`src/rtl/alu_exec_core.sv`:
```
`default_nettype none
// ---------------------------------------------------------------------------
// alu_exec_core : ALU execution stage, single-pass add/and/xor, shift-add mul
// Revision      : 1.0
// ---------------------------------------------------------------------------
module alu_exec_core #(
    parameter int ALU_IN_OPERAND_WIDTH = 8,
    parameter int ALU_OUT_RESULT_WIDTH = 16
) (
    input  logic                            clk,
    input  logic                            rst,
    input  logic                            valid,
    input  logic [2:0]                      op,
    input  logic [ALU_IN_OPERAND_WIDTH-1:0] a,
    input  logic [ALU_IN_OPERAND_WIDTH-1:0] b,
    output logic                            ready,
    output logic                            done,
    output logic [ALU_OUT_RESULT_WIDTH-1:0] result
);

    localparam int c_W  = ALU_IN_OPERAND_WIDTH;
    localparam int c_PW = 2 * c_W;
    localparam int c_R  = ALU_OUT_RESULT_WIDTH;
    localparam int c_CW = (c_W > 1) ? $clog2(c_W) : 1;
    localparam logic [c_CW-1:0] c_CNT_LAST = c_CW'(c_W - 1);

    localparam logic [2:0] c_OP_ADD = 3'b001;
    localparam logic [2:0] c_OP_AND = 3'b010;
    localparam logic [2:0] c_OP_XOR = 3'b011;
    localparam logic [2:0] c_OP_MUL = 3'b100;
    localparam logic [2:0] c_OP_RST = 3'b111;

    localparam logic [2:0] c_S_IDLE = 3'd0;
    localparam logic [2:0] c_S_EXEC = 3'd1;
    localparam logic [2:0] c_S_MUL  = 3'd2;
    localparam logic [2:0] c_S_LOAD = 3'd3;
    localparam logic [2:0] c_S_DONE = 3'd4;

    generate
        if (ALU_OUT_RESULT_WIDTH < 2 * ALU_IN_OPERAND_WIDTH) begin : g_width_check
            $error("ALU_OUT_RESULT_WIDTH must be at least 2*ALU_IN_OPERAND_WIDTH");
        end
    endgenerate

    logic [2:0]      r_state;
    logic [2:0]      w_next;
    logic [2:0]      r_op;
    logic [c_W-1:0]  r_a;
    logic [c_W-1:0]  r_b;
    logic [c_CW-1:0] r_cnt;
    logic [c_PW-1:0] r_acc;
    logic [c_R-1:0]  r_result;
    logic            r_ready;
    logic            r_done;

    logic            w_accept;
    logic            w_ready_nxt;
    logic            w_done_nxt;
    logic            w_mul_step;
    logic            w_exec_step;
    logic            w_load;
    logic [c_W:0]    w_sum;
    logic [c_PW-1:0] w_logic;
    logic [c_PW-1:0] w_partial;

    assign w_accept  = valid && r_ready && (r_state == c_S_IDLE);
    assign w_sum     = {1'b0, r_a} + {1'b0, r_b};
    assign w_partial = r_b[r_cnt] ? (c_PW'(r_a) << r_cnt) : '0;

    always_ff @(posedge clk or posedge rst) begin
        if (rst) begin
            r_state <= c_S_IDLE;
        end else begin
            r_state <= w_next;
        end
    end

    // Mul leaves through EXEC as a settle cycle so every op shares the LOAD/DONE tail.
    always_comb begin
        w_next = r_state;
        case (r_state)
            c_S_IDLE: begin
                if (w_accept) begin
                    case (op)
                        c_OP_ADD, c_OP_AND, c_OP_XOR: w_next = c_S_EXEC;
                        c_OP_MUL:                     w_next = c_S_MUL;
                        default:                      w_next = c_S_IDLE;
                    endcase
                end
            end
            c_S_EXEC: w_next = c_S_LOAD;
            c_S_MUL:  w_next = (r_cnt == c_CNT_LAST) ? c_S_EXEC : c_S_MUL;
            c_S_LOAD: w_next = c_S_DONE;
            c_S_DONE: w_next = c_S_IDLE;
            default:  w_next = c_S_IDLE;
        endcase
    end

    always_comb begin
        w_ready_nxt = (w_next == c_S_IDLE);
        w_done_nxt  = (w_next == c_S_DONE);
        w_mul_step  = (r_state == c_S_MUL);
        w_exec_step = (r_state == c_S_EXEC) && (r_op != c_OP_MUL);
        w_load      = (r_state == c_S_LOAD);
    end

    always_comb begin
        w_logic = '0;
        case (r_op)
            c_OP_ADD: w_logic = c_PW'(w_sum);
            c_OP_AND: w_logic = c_PW'(r_a & r_b);
            c_OP_XOR: w_logic = c_PW'(r_a ^ r_b);
            default:  w_logic = '0;
        endcase
    end

    always_ff @(posedge clk or posedge rst) begin
        if (rst) begin
            r_op     <= '0;
            r_a      <= '0;
            r_b      <= '0;
            r_cnt    <= '0;
            r_acc    <= '0;
            r_result <= '0;
            r_ready  <= 1'b0;
            r_done   <= 1'b0;
        end else begin
            r_ready <= w_ready_nxt;
            r_done  <= w_done_nxt;
            if (w_accept) begin
                r_op  <= op;
                r_a   <= a;
                r_b   <= b;
                r_cnt <= '0;
                r_acc <= '0;
            end
            if (w_mul_step) begin
                r_acc <= r_acc + w_partial;
                r_cnt <= (r_cnt == c_CNT_LAST) ? '0 : r_cnt + 1'b1;
            end
            if (w_exec_step) begin
                r_acc <= w_logic;
            end
            if (w_load) begin
                r_result <= c_R'(r_acc);
            end else if (w_accept && (op == c_OP_RST)) begin
                r_result <= '0;
            end
        end
    end

    assign ready  = r_ready;
    assign done   = r_done;
    assign result = r_result;

endmodule
`default_nettype wire

```
`config.mk`:
```
export PLATFORM = sky130hd
export DESIGN_NAME = alu_exec_core
export DESIGN_NICKNAME = d
export VERILOG_FILES = /design/src/rtl/alu_exec_core.sv
export SDC_FILE = /design/constraint.sdc
export NUM_CORES = 1
export LEC_CHECK = 0
export ABC_AREA = 0
export CAP_MARGIN = 5
export CELL_PAD_IN_SITES_DETAIL_PLACEMENT = 1
export CELL_PAD_IN_SITES_GLOBAL_PLACEMENT = 2
export CORE_MARGIN = 2
export CORE_UTILIZATION = 32
export DETAILED_ROUTE_END_ITERATION = 6
export PLACE_DENSITY = 0.75
export SYNTH_ARGS = -nofsm -noshare
export SYNTH_HDL_FRONTEND = slang
export SYNTH_SLANG_ARGS = --single-unit
```
`constraint.sdc`:
```
create_clock -name clk -period 3.6 [get_ports clk]
set_clock_uncertainty 0.1 [all_clocks]
set_input_delay 0.54 -clock clk [delete_from_list [all_inputs] [get_ports clk]]
set_output_delay 0.54 -clock clk [all_outputs]
set_load 0.02 [all_outputs]
```
# ---- After elaboration in Yosys (flattened, before gate mapping)
# Cells that the tools add are included.
dict set report classes {
  n_addsub 3
  n_lt_le_gt_ge 1
  n_eq_ne 14
  shifts 1
  n_mux 16
  n_bitwise 2
  reduce_logical 10
}
# cell n
set ops {}
lappend ops {{$mux 16} 6}
lappend ops {{$pmux 9 s3} 1}
lappend ops {{$eq 3x2->1 const B} 6}
lappend ops {{$add 16x16->16} 1}
lappend ops {{$shl 8x3->16} 1}
lappend ops {{$eq 3x3->1 const B} 4}
lappend ops {{$mux 3} 4}
lappend ops {{$pmux 3 s4} 1}
lappend ops {{$add 8x8->9} 1}
lappend ops {{$eq 3x1->1 const B} 3}
lappend ops {{$and 8x8->8} 1}
lappend ops {{$xor 8x8->8} 1}
lappend ops {{$logic_not 3->1} 2}
lappend ops {{$logic_and 1x1->1} 4}
lappend ops {{$lt 3x4->1 const B} 1}
lappend ops {{$pmux 2 s2} 1}
lappend ops {{$reduce_bool 2->1} 2}
lappend ops {{$add 3x1->3 const B} 1}
lappend ops {{$bmux 1 s3} 1}
lappend ops {{$ne 3x3->1 const B} 1}
lappend ops {{$reduce_bool 3->1} 1}
lappend ops {{$reduce_or 3->1} 1}
lappend ops {{$mux 2} 1}
lappend ops {{$mux 1} 1}
dict set report word_totals {
  regBits 59
  output_inout_bits 18
}

# ---- Depth between registers and ports, before layout
# Gate-level depths: netlist of the first run.
dict set report logic_depth {
  ltp_word 6
  depth_mapped 14
  mapped_depth_nobuf 13
}

# ---- Worst setup path after synthesis of the first run
# Ideal clock, no wire load.
dict set report synth_path {
  path_type {register -> register}
  startpoint {register r_cnt[0]}
  endpoint {register r_acc[12]}
  setup_time_ns 0.122
  t_arrival_ns 3.102
  required_ns 3.378
  setup_slack_ns 0.276
  path_stages_with_launch 14
  path_buffers 2
  cell_sequence {dfrtp_1 -> buf_2 -> mux4_2 -> nand2b_1 -> and2_1 -> clkbuf_1 -> a211oi_1 -> ha_1 -> and2_1 -> o21ai_2 -> a31oi_2 -> o311a_1 -> or3_1 -> a32o_1}
}
dict set report synth_between {
  elab_chain_cells 6
  elab_cells_between_ends 7
}
# element line
set synth_rtl {}
lappend synth_rtl {{from (decl)} 50} ;# logic [c_CW-1:0] r_cnt;
lappend synth_rtl {{from (signal assigned)} 139} ;# r_cnt <= (r_cnt == c_CNT_LAST) ? '0 : r_cnt + 1'b1;
lappend synth_rtl {{$bmux 1 s3} 68} ;# assign w_partial = r_b[r_cnt] ? (c_PW'(r_a) << r_cnt) : '0;
lappend synth_rtl {{$mux 1 (implied by the code)} 68}
lappend synth_rtl {{$mux 16 (*)} 68}
lappend synth_rtl {{$add 16x16->16 (*)} 138} ;# r_acc <= r_acc + w_partial;
lappend synth_rtl {{$mux 16 (*)} 137} ;# if (w_mul_step) begin
lappend synth_rtl {{$mux 16 (*)} 141} ;# if (w_exec_step) begin
lappend synth_rtl {{to (signal assigned)} 138}
lappend synth_rtl {{to (signal assigned)} 142} ;# r_acc <= w_logic;
lappend synth_rtl {{to (decl)} 51} ;# logic [c_PW-1:0] r_acc;
# Mark *: on every way between the ends. The rest lies on a longest branch, timed or not. The select of a mux whose other input is x is not followed.
# A chain may end at the register's enable or synchronous reset.

# ---- Worst setup path after layout of the first run
dict set report layout_path {
  startpoint {register r_cnt[1]}
  endpoint {register r_acc[12]}
}
# The elaborated chain is that of the path after synthesis.

==> impl_results.md, run 1 <==
- Slowest stage delay, CP: 0.43 ns
- Residual DRC: 0
- Via count of the first global-routing pass: 3519
- Primary FF master, synth: dfrtp_1
- Crit Path Max Fanout: 8
- Sequential area share after synthesis: approximately 38%
- Vias/cell: 5.350
- Maximum root-to-sink buffer count: 2
- Clk_lat worst skew: 0.34 ns
- Fin nets: 520
- Area Growth Syn to Fin: 24.12%
- I/O Buffers: 39
- Final Setup Violations: 0
- Critical path, cell by cell: buf_4 > mux2_2 > o21ai_0 > mux2_2 > nor2_1 > ha_1 > a21o_1 > o21ai_2 > a31oi_2 > o311a_1 > or3_1 > a32o_1
- Final setup margin: 0.2646 ns
- Drt wl/cell: 18.10 µm
- CTS clk-pin slew, worst paths: about 0.05 ns
- CTS Buf Count: 9
- Cell accounting for the most synthesized area: dfrtp_1
- Top-count cell post-synth: nand2_1
- Antenna violations before repair: 0
- Core area: roughly 12000 µm²
- Drt total wl: 11280 µm
- # clock sinks: around 60
- Share of cells above drive strength 1: 10.50%
- Worst-Margin Slew: 0.9343 ns
- Switch Pwr: 0.002111 W
- H-tree depth: 3
- Slew HR: 37.71%
- DP HPWL: 8498 µm
- Die W: about 110 µm
- Final min period: 3.335 ns
- Internal: 0.002778 W
- Hold crit path type: reg -> reg
- Clock power frac: 21.2%
- DRT iter0 DRCs: about 140
- Die area: between 10000 and 15000 µm²
- WP data required: 3.72 ns
- Synthesized netlist net count: about 480
- Chip Height: 114.3 µm
- Post-CTS setup buffers: 0
- Synth area leaders: dfrtp_1 (38%), ha_1 (8.0%), nand2_1 (8.0%), a22o_1 (4.3%), a21oi_1 (3.9%)
- Final period util: 92.65%
- Post-synth top area share: between 30% and 40%
- CP Capture Type: flop
- Peak VDD IR: about 300 µV
- Pwr Density: 1011 nW/µm²
- Count of final max-slew check failures: 0
- I/O pin count: 40
- Worst Setup Start Kind: flop
- Hold WS: about 0.39 ns
- Design Area, Final: a little under 5000 µm²
- Ys async rst share: 100.0%
- Rows: 40
- Syn_area_per_cell: 9.058 µm²
- CP dominant cell by count: mux2_2
- Placer congestion estimate: 0.8400
- Sw Share: a little over two fifths
- Global Route Usage Sum: 18.71%
- Cell Area, Synth: between 3000 and 4000 µm²
- DR pass1 iterations: 4
- Placed Area: 4467 µm²
- Comb pwr share: a little over half
- Flop pwr share: roughly a quarter
- ANT cells: 0
- Antenna Nets Post-Route: 0
- Outcome: complete, no violations
- EDFF count, synth: 0
- Largest net degree at the start of global routing: 34
- WS Path Type: reg -> reg
- Ys Warns: 0
- First-pass GRT wire length: around 19000 µm
- Fin. Hold Viols: 0
- Post-Synthesis Cells: 430
- Max-cap violations: 0
- Worst reg-to-reg path cell count: 12
- Synth cell types: 61
- Max Clk Rate: about 0.3 GHz
- Hold-critical path depth: 1
- TritonCTS clock tree: built
- Vias after detailed routing: 3333
- Critical Path AT: 3.46 ns
- Synth cell count leaders: nand2_1 (83), dfrtp_1 (59), nor2_1 (37), a21oi_1 (30), ha_1 (25)
- Initial Utilization: 32.56%
- Seq cells post-synth: just under 60
- Root Buffer Master: clkbuf_16
- Critical path's slowest cell: dfrtp_1
- Congestion Overflow GR: 0
- Setup TNS: 0 ns
- Dpl ws: roughly 0.14 ns
- Overall power: 0.004889 W
- Leakage: 2.243 nW
- RSZ-0062 raised after global routing: no
[power groups by stage]
| stage | Sequential (W) | Clock, W | Combinational [W] |
|---|---|---|---|
| after global routing | 0.00131 | 0.00108 | 0.00291 |
| after detailed placement | 0.00128 | 0 | 0.00258 |
| after floorplan | 0.00123 | 0 | 0.00182 |
| after CTS | 0.00127 | 0.00106 | 0.00261 |
| after global placement | 0.00126 | 0 | 0.00253 |
| final | 0.00127 | 0.00103 | 0.00259 |
[final timing paths]
check	startpoint	to	slack (ns)
max	r_cnt[1]	r_acc[12]	0.26
min reg2reg	result[12]	result[12]	0.39
max in group asynchronous	rst	r_acc[14]	2.03
min	result[12]	result[12]	0.39
min in group asynchronous	rst	done	0.50
max reg2reg	r_cnt[1]	r_acc[12]	0.26
[state kept, by name, summed over array words and instances (netlist names)]
signal   count
done         1
r_a          8
r_acc       16
r_b          8
r_cnt        3
r_op         3
r_state      3
ready        1
result      16
[placed cells by master, fill, tap and decap left out, types with 3 or more instances in the layout]
master / instances
nand3_1: 8
clkbuf_16: 9
a21oi_1: 30
or3_1: 3
o21ai_0: 15
a21o_1: 8
mux2_2: 8
nor3_1: 7
dfrtp_1: 59
nor2_1: 37
nand2_1: 83
inv_1: 7
ha_1: 25
mux2i_1: 8
and2_1: 3
nor2b_1: 4
a211oi_1: 4
bufinv_16: 3
xnor2_1: 6
buf_4: 10
clkdlybuf4s50_1: 39
a22oi_1: 8
nand2b_1: 10
a22o_1: 19
a31oi_1: 4
clkbuf_8: 3
xor2_1: 4
[metrics by stage]
step | cells | util, %
2_1_floorplan | 430 | -
3_3_place_gp | 607 | 37.34
3_5_place_dp | 607 | 37.34
4_1_cts | 623 | 40.37
5_1_grt | 623 | 40.42
6_report | 623 | 40.42
[repair_timing]
action | CTS | global route
setup endpoints to repair | 0 | 3
hold buffers | 0 | 0
gates resized for setup | 0 | 1
[layout make-up]
cell class / count / area [µm²]
flip-flops and latches: 59 / 1476
well taps: 147 / 183.9
clock inverters: 4 / 95.09
multi-input cells: 344 / 2317
clock buffers: 12 / 266.5
repair buffers: 49 / 465.4
inverters: 8 / 30.03
fillers: 1412 / 7127
[kinds of logic after synthesis]
kind of cell             after synthesis  share of synthesized area [%]
AND/OR/NAND/NOR                      167                          19.43
XOR/XNOR                              10                          2.249
adder cells (fa/ha/maj)               27                          9.059
multiplexers                          18                          5.525
buffers and inverters                 27                          2.987
flip-flops                            59                          37.91
AO/OA/AOI/OAI                        122                          22.84
[metal layers]
| layer | GRT usage, % | vias to the layer above | part of all wire [%] |
|---|---|---|---|
| met5 | 0 | - | 0 |
| met1 | 24.89 | 1622 | 49 |
| met2 | 30.24 | 50 | 46 |
| li1 | - | 1645 | - |
| met4 | 7.480 | 0 | 2.1 |
| met3 | 3.282 | 16 | 2.7 |
[critical path: cells and delay by family, from the launching register on]
kind,cells,cell delay [ns]
buf+inv,1,0.19
fa+ha+maj,1,0.34
mux,2,0.56
flops,1,0.43
simple gates,2,0.35
compound gates,6,1.25
Note: power is estimated with default switching activity, not from simulation.
==> run 2: changes to the inputs <==
PLACE_DENSITY = not set   (was 0.75)
PLACE_DENSITY_LB_ADDON = 0.12   (was not set)
SKIP_LAST_GASP = 1   (was not set)
TNS_END_PERCENT = 1   (was not set)
==> run 2 against run 1 <==
  * Cell area down 0.72%
  * Via count up 1.6%
  * Power down 2.6%
  * Sequential cell count unchanged
  * Global-route usage up 0.38 points
  * Combinational power about the same
  * Sequential share of layout area up 0.22 points
  * Wire length up 2.5%
  * Die area unchanged
  * Sequential power about the same
  * Maximum frequency down 1.4%
  * Critical path type unchanged
  * Largest cell class unchanged
  * Highest routed layer unchanged
==> impl_results.md, run 2 (synthesized netlist as in run 1, its figures left out) <==
- Global Route Usage Sum: roughly a fifth
- CTS clk-pin slew, worst paths: 0.05 ns
- Peak VDD IR: between 300 and 400 µV
- Overall power: 0.004764 W
- Leakage: 2.222 nW
- # clock sinks: 59
- Hold WS: 0.3934 ns
- Slew HR: 35.42%
- Maximum root-to-sink buffer count: 2
- WS Path Type: reg -> reg
- Critical path's slowest cell: mux4_2
- Crit Path Max Fanout: 7
- I/O pin count: 40
- Critical path, cell by cell: mux4_2 > nand2b_1 > and2_1 > nor2_1 > ha_1 > a21o_1 > o21ai_2 > a31oi_2 > o311a_1 > or3_1 > a32o_1
- Placer congestion estimate: 0.8527
- Die W: 114.3 µm
- Pwr Density: 992.5 nW/µm²
- Slowest stage delay, CP: 0.53 ns
- Vias/cell: about 5.4
- Post-CTS setup buffers: 0
- Worst-Margin Slew: 0.9673 ns
- Largest net degree at the start of global routing: 44
- I/O Buffers: 39
- Setup TNS: 0 ns
- Area Growth Syn to Fin: 23.23%
- Count of final max-slew check failures: 0
- Antenna Nets Post-Route: 0
- Rows: 40
- Most frequent cells in the layout: nand2_1 (83), dfrtp_1 (59), clkdlybuf4s50_1 (39), nor2_1 (37), a21oi_1 (30)
- Final Setup Violations: 0
- Congestion Overflow GR: 0
- WP data required: 3.73 ns
- CP Capture Type: flop
- Hold crit path type: reg -> reg
- Via count of the first global-routing pass: 3490
- Worst Setup Start Kind: flop
- Max-cap violations: 0
- Final min period: 3.382 ns
- Outcome: complete, no violations
- DRT iter0 DRCs: about 150
- Drt total wl: 11560 µm
- DP HPWL: 8741 µm
- Drt wl/cell: 18.44 µm
- Final period util: 93.94%
- Fin nets: approximately 520
- CP delay by family, top: compound AO/OA/AOI/OAI gates
- Max Clk Rate: between 0.2 and 0.3 GHz
- Clk_lat worst skew: approximately 0.34 ns
- First-pass GRT wire length: 18880 µm
- Share of cells above drive strength 1: 10.83%
- RSZ-0062 raised after global routing: no
- Chip Height: between 100 and 150 µm
- Critical Path AT: between 3 and 4 ns
- ANT cells: 0
- Root Buffer Master: clkbuf_16
- Core area: ~12000 µm²
- Fin. Hold Viols: 0
- Filler cell count in the final layout: 1375
- DR pass1 iterations: 4
- Initial Utilization: roughly a third
- CTS Buf Count: 9
- Vias after detailed routing: 3387
- Buf/Inv on CP: 0
- Antenna violations before repair: 0
- H-tree depth: 3
- Residual DRC: 0
- Die area: between 10000 and 15000 µm²
- Most common cell after layout, fill and taps aside: nand2_1
- TritonCTS clock tree: built
## run 2: what timing repair did
item	CTS	global route
setup endpoints to repair	0	4
resized for setup	0	1
hold buffers	0	0
## run 2: final timing paths
check | start | endpoint | slack [ns] | cells past startpoint
max in group asynchronous | rst | r_b[5] | 2.03 | 3
hold / removal | result[8] | result[8] | 0.39 | 1
hold reg to reg | result[8] | result[8] | 0.39 | 1
setup / recovery | r_cnt[0] | r_acc[12] | 0.22 | 11
min in group asynchronous | rst | result[1] | 0.65 | 2
setup reg to reg | r_cnt[0] | r_acc[12] | 0.22 | 11
## run 2: metal layers
layer / wire length, µm / global-route usage, %
met1: 5672 / 25.83
met2: 5185 / 29.56
met3: 346 / 3.335
met4: 360 / 9.268
met5: 0 / 0
## run 2: cell type report
type / instances / area [µm²] / area share, %
Inverter: 8 / 30.03 / 0.6257
Clock buffer: 12 / 246.5 / 5.136
Sequential cell: 59 / 1476 / 30.76
Tap cell: 147 / 183.9 / 3.832
Timing Repair Buffer: 53 / 495.5 / 10.32
Multi-Input combinational cell: 344 / 2317 / 48.28
Clock inverter: 4 / 50.05 / 1.043
## run 2: stage by stage
stage | std cells | utilization (%) | setup WS [ns] | cell area (µm²)
floorplan | 430 | - | 0.2763 | 3895
global placement | 611 | 37.59 | 0.2161 | 4497
detailed placement | 611 | 37.59 | 0.1426 | 4497
CTS | 627 | 40.07 | 0.1247 | 4793
global route | 627 | 40.13 | 0.04268 | 4800
finish | 627 | 40.13 | 0.2182 | 4800
## run 2: worst reg2reg max path: stages (launching register included)
cell,delay [ns]
dfrtp_1,0.44
mux4_2,0.53
nand2b_1,0.19
and2_1,0.30
nor2_1,0.09
ha_1,0.35
a21o_1,0.23
o21ai_2,0.12
a31oi_2,0.05
o311a_1,0.31
or3_1,0.31
a32o_1,0.24
## run 2: power breakdown
group          total (W)  internal [W]  switching (W)  leakage [nW]
registers        0.00128      0.000939       0.000343         0.767
logic            0.00262       0.00112        0.00149          1.32
clock network   0.000865      0.000553       0.000312         0.139
total            0.00476       0.00261        0.00215          2.22
==> patch: new RTL, settings of run 2 <==
`ALU_OUT_RESULT_WIDTH`: 16 -> 32.
--- a/src/rtl/alu_exec_core.sv
+++ b/src/rtl/alu_exec_core.sv
@@ -5,7 +5,7 @@
 // ---------------------------------------------------------------------------
 module alu_exec_core #(
     parameter int ALU_IN_OPERAND_WIDTH = 8,
-    parameter int ALU_OUT_RESULT_WIDTH = 16
+    parameter int ALU_OUT_RESULT_WIDTH = 32
 ) (
     input  logic                            clk,
     input  logic                            rst,
Interface: changed (resized result); port bits go from 40 to 56. No check against the original RTL was run, so the function may have changed too.
==> patch against run 2 <==
  * Critical path type unchanged
  * Via count grew 0.74%
  * Wire length grew 0.48%
  * Area after synthesis grew 1.7%
  * Clock power grew 2%
  * Utilization shrank 0.28 points
  * Sequential cell count is the same
  * Die area grew 1.7%
  * Cell area grew 0.13%
  * Power shrank 2.4%
  * Worst setup slack lost 0.047 ns
==> patch: results (changes against run 2) <==
status finished clean; # nets final 538 (+2.7%); Iter 0 DRT Violations 157 (+6.1%); worst reg2reg path endpoint r_acc[13]; DPL Wire Length 8922 um (+2.1%); Synth cell types 62 (+1.6%); Leak 0.002220 uW (-0.11%); register area share after synthesis 0.3726 (-0.006463); R2R depth 11 (unchanged); routed via count 3412 (+0.74%); actual slew at the worst max-slew pin 0.7414 ns (-0.2259 ns); total CTS buffers 9 (unchanged); maximum clock frequency 291.6 MHz (-1.4%); Port-buffer cells 39 (unchanged); number of fill cells 1412 (+2.7%); share of layout cells above drive strength 1 0.09109 (-0.01724); R2R Setup Slk 0.17 ns (-0.05 ns); Post-Route WL 11620 um (+0.48%); first-pass GRT wire length 18960 um (+0.44%); vias in the first global route 3463 (-0.77%); CP peak stage delay 0.52 ns; top post-synthesis cells by area dfrtp_1, ha_1, nand2_1, a21oi_1, a22o_1; Synth top cells by count nand2_1, dfrtp_1, nor2_1; Async SR Flop Fraction 1.000 (unchanged); Max VDD drop 272.6 uV (-10%); CP top delay family simple AND/OR/NAND/NOR gates; GPL Wtd Cong 0.8388 (-1.6%); DP Worst Slack -0.05027 ns (-0.1929 ns); Total Routing Usage GR 0.1882 (-0.002634); crit path DAT 3.56 ns (+0.05 ns); remaining antenna violation count 0 (unchanged); pin count of the biggest net entering global routing 28 (-36%)
patch: timing repair:
| action | in CTS | in global routing |
|---|---|---|
| hold endpoints to repair | 0 | 0 |
| gates resized for setup | 1 | 6 |
| setup buffers | 0 | 0 |
| setup endpoints to repair | 1 | 3 |
patch: how the worst min path moves through the flow:
stage / from / to / slack, ns / cells past startpoint
floorplan: r_acc[15] / r_acc[15] / 0.34 / 1
finish: r_acc[15] / r_acc[15] / 0.38 / 1
global route: result[12] / result[12] / 0.41 / 1
global placement: r_acc[15] / r_acc[15] / 0.36 / 1
CTS: r_acc[15] / r_acc[15] / 0.38 / 1
detailed placement: r_acc[15] / r_acc[15] / 0.37 / 1
patch: cell type report:
| class | count | share of cell area |
|---|---|---|
| clock buffers | 9 | 0.04686 |
| clock inverters | 7 | 0.01614 |
| inverters | 12 | 0.009373 |
| multi-input cells | 358 | 0.4796 |
| flip-flops and latches | 59 | 0.3075 |
| well taps | 168 | 0.04374 |
| repair buffers | 49 | 0.09685 |
patch: stage by stage:
stage / instances / hold slack [ns] / area [um2] / utilization
final: 662 / 0.3752 / 4806 / 0.3984
after global routing: 662 / 0.4084 / 4806 / 0.3984
after CTS: 662 / 0.3786 / 4778 / 0.3962
after detailed placement: 646 / 0.3717 / 4469 / 0.3705
after global placement: 646 / 0.3639 / 4469 / 0.3705
after floorplan: 465 / 0.3411 / 4019 / -
patch: cells by family (layout without fill, tap and decap cells):
kind of cell	count (synthesis)	in the layout	share of synthesized area
other cells	1	16	0.0009464
fa+ha+maj	27	27	0.08904
simple gates	171	171	0.1923
compound gates	119	119	0.2090
mux	15	15	0.04578
xor+xnor	10	10	0.02210
buf+inv	48	77	0.06821
flops	59	59	0.3726
patch: layer usage:
metal,track usage,part of all wire
met5,0,0
met4,0.08273,0.022
met3,0.03057,0.028
met2,0.2851,0.45
met1,0.2649,0.50
patch: where the power goes:
group / total [uW] / switching [uW] / internal, uW / leakage (uW)
sequential: 1250 / 316 / 935 / 0.000768
clock: 880 / 340 / 539 / 0.000146
combinational: 2520 / 1470 / 1050 / 0.00131
total: 4650 / 2120 / 2520 / 0.00222
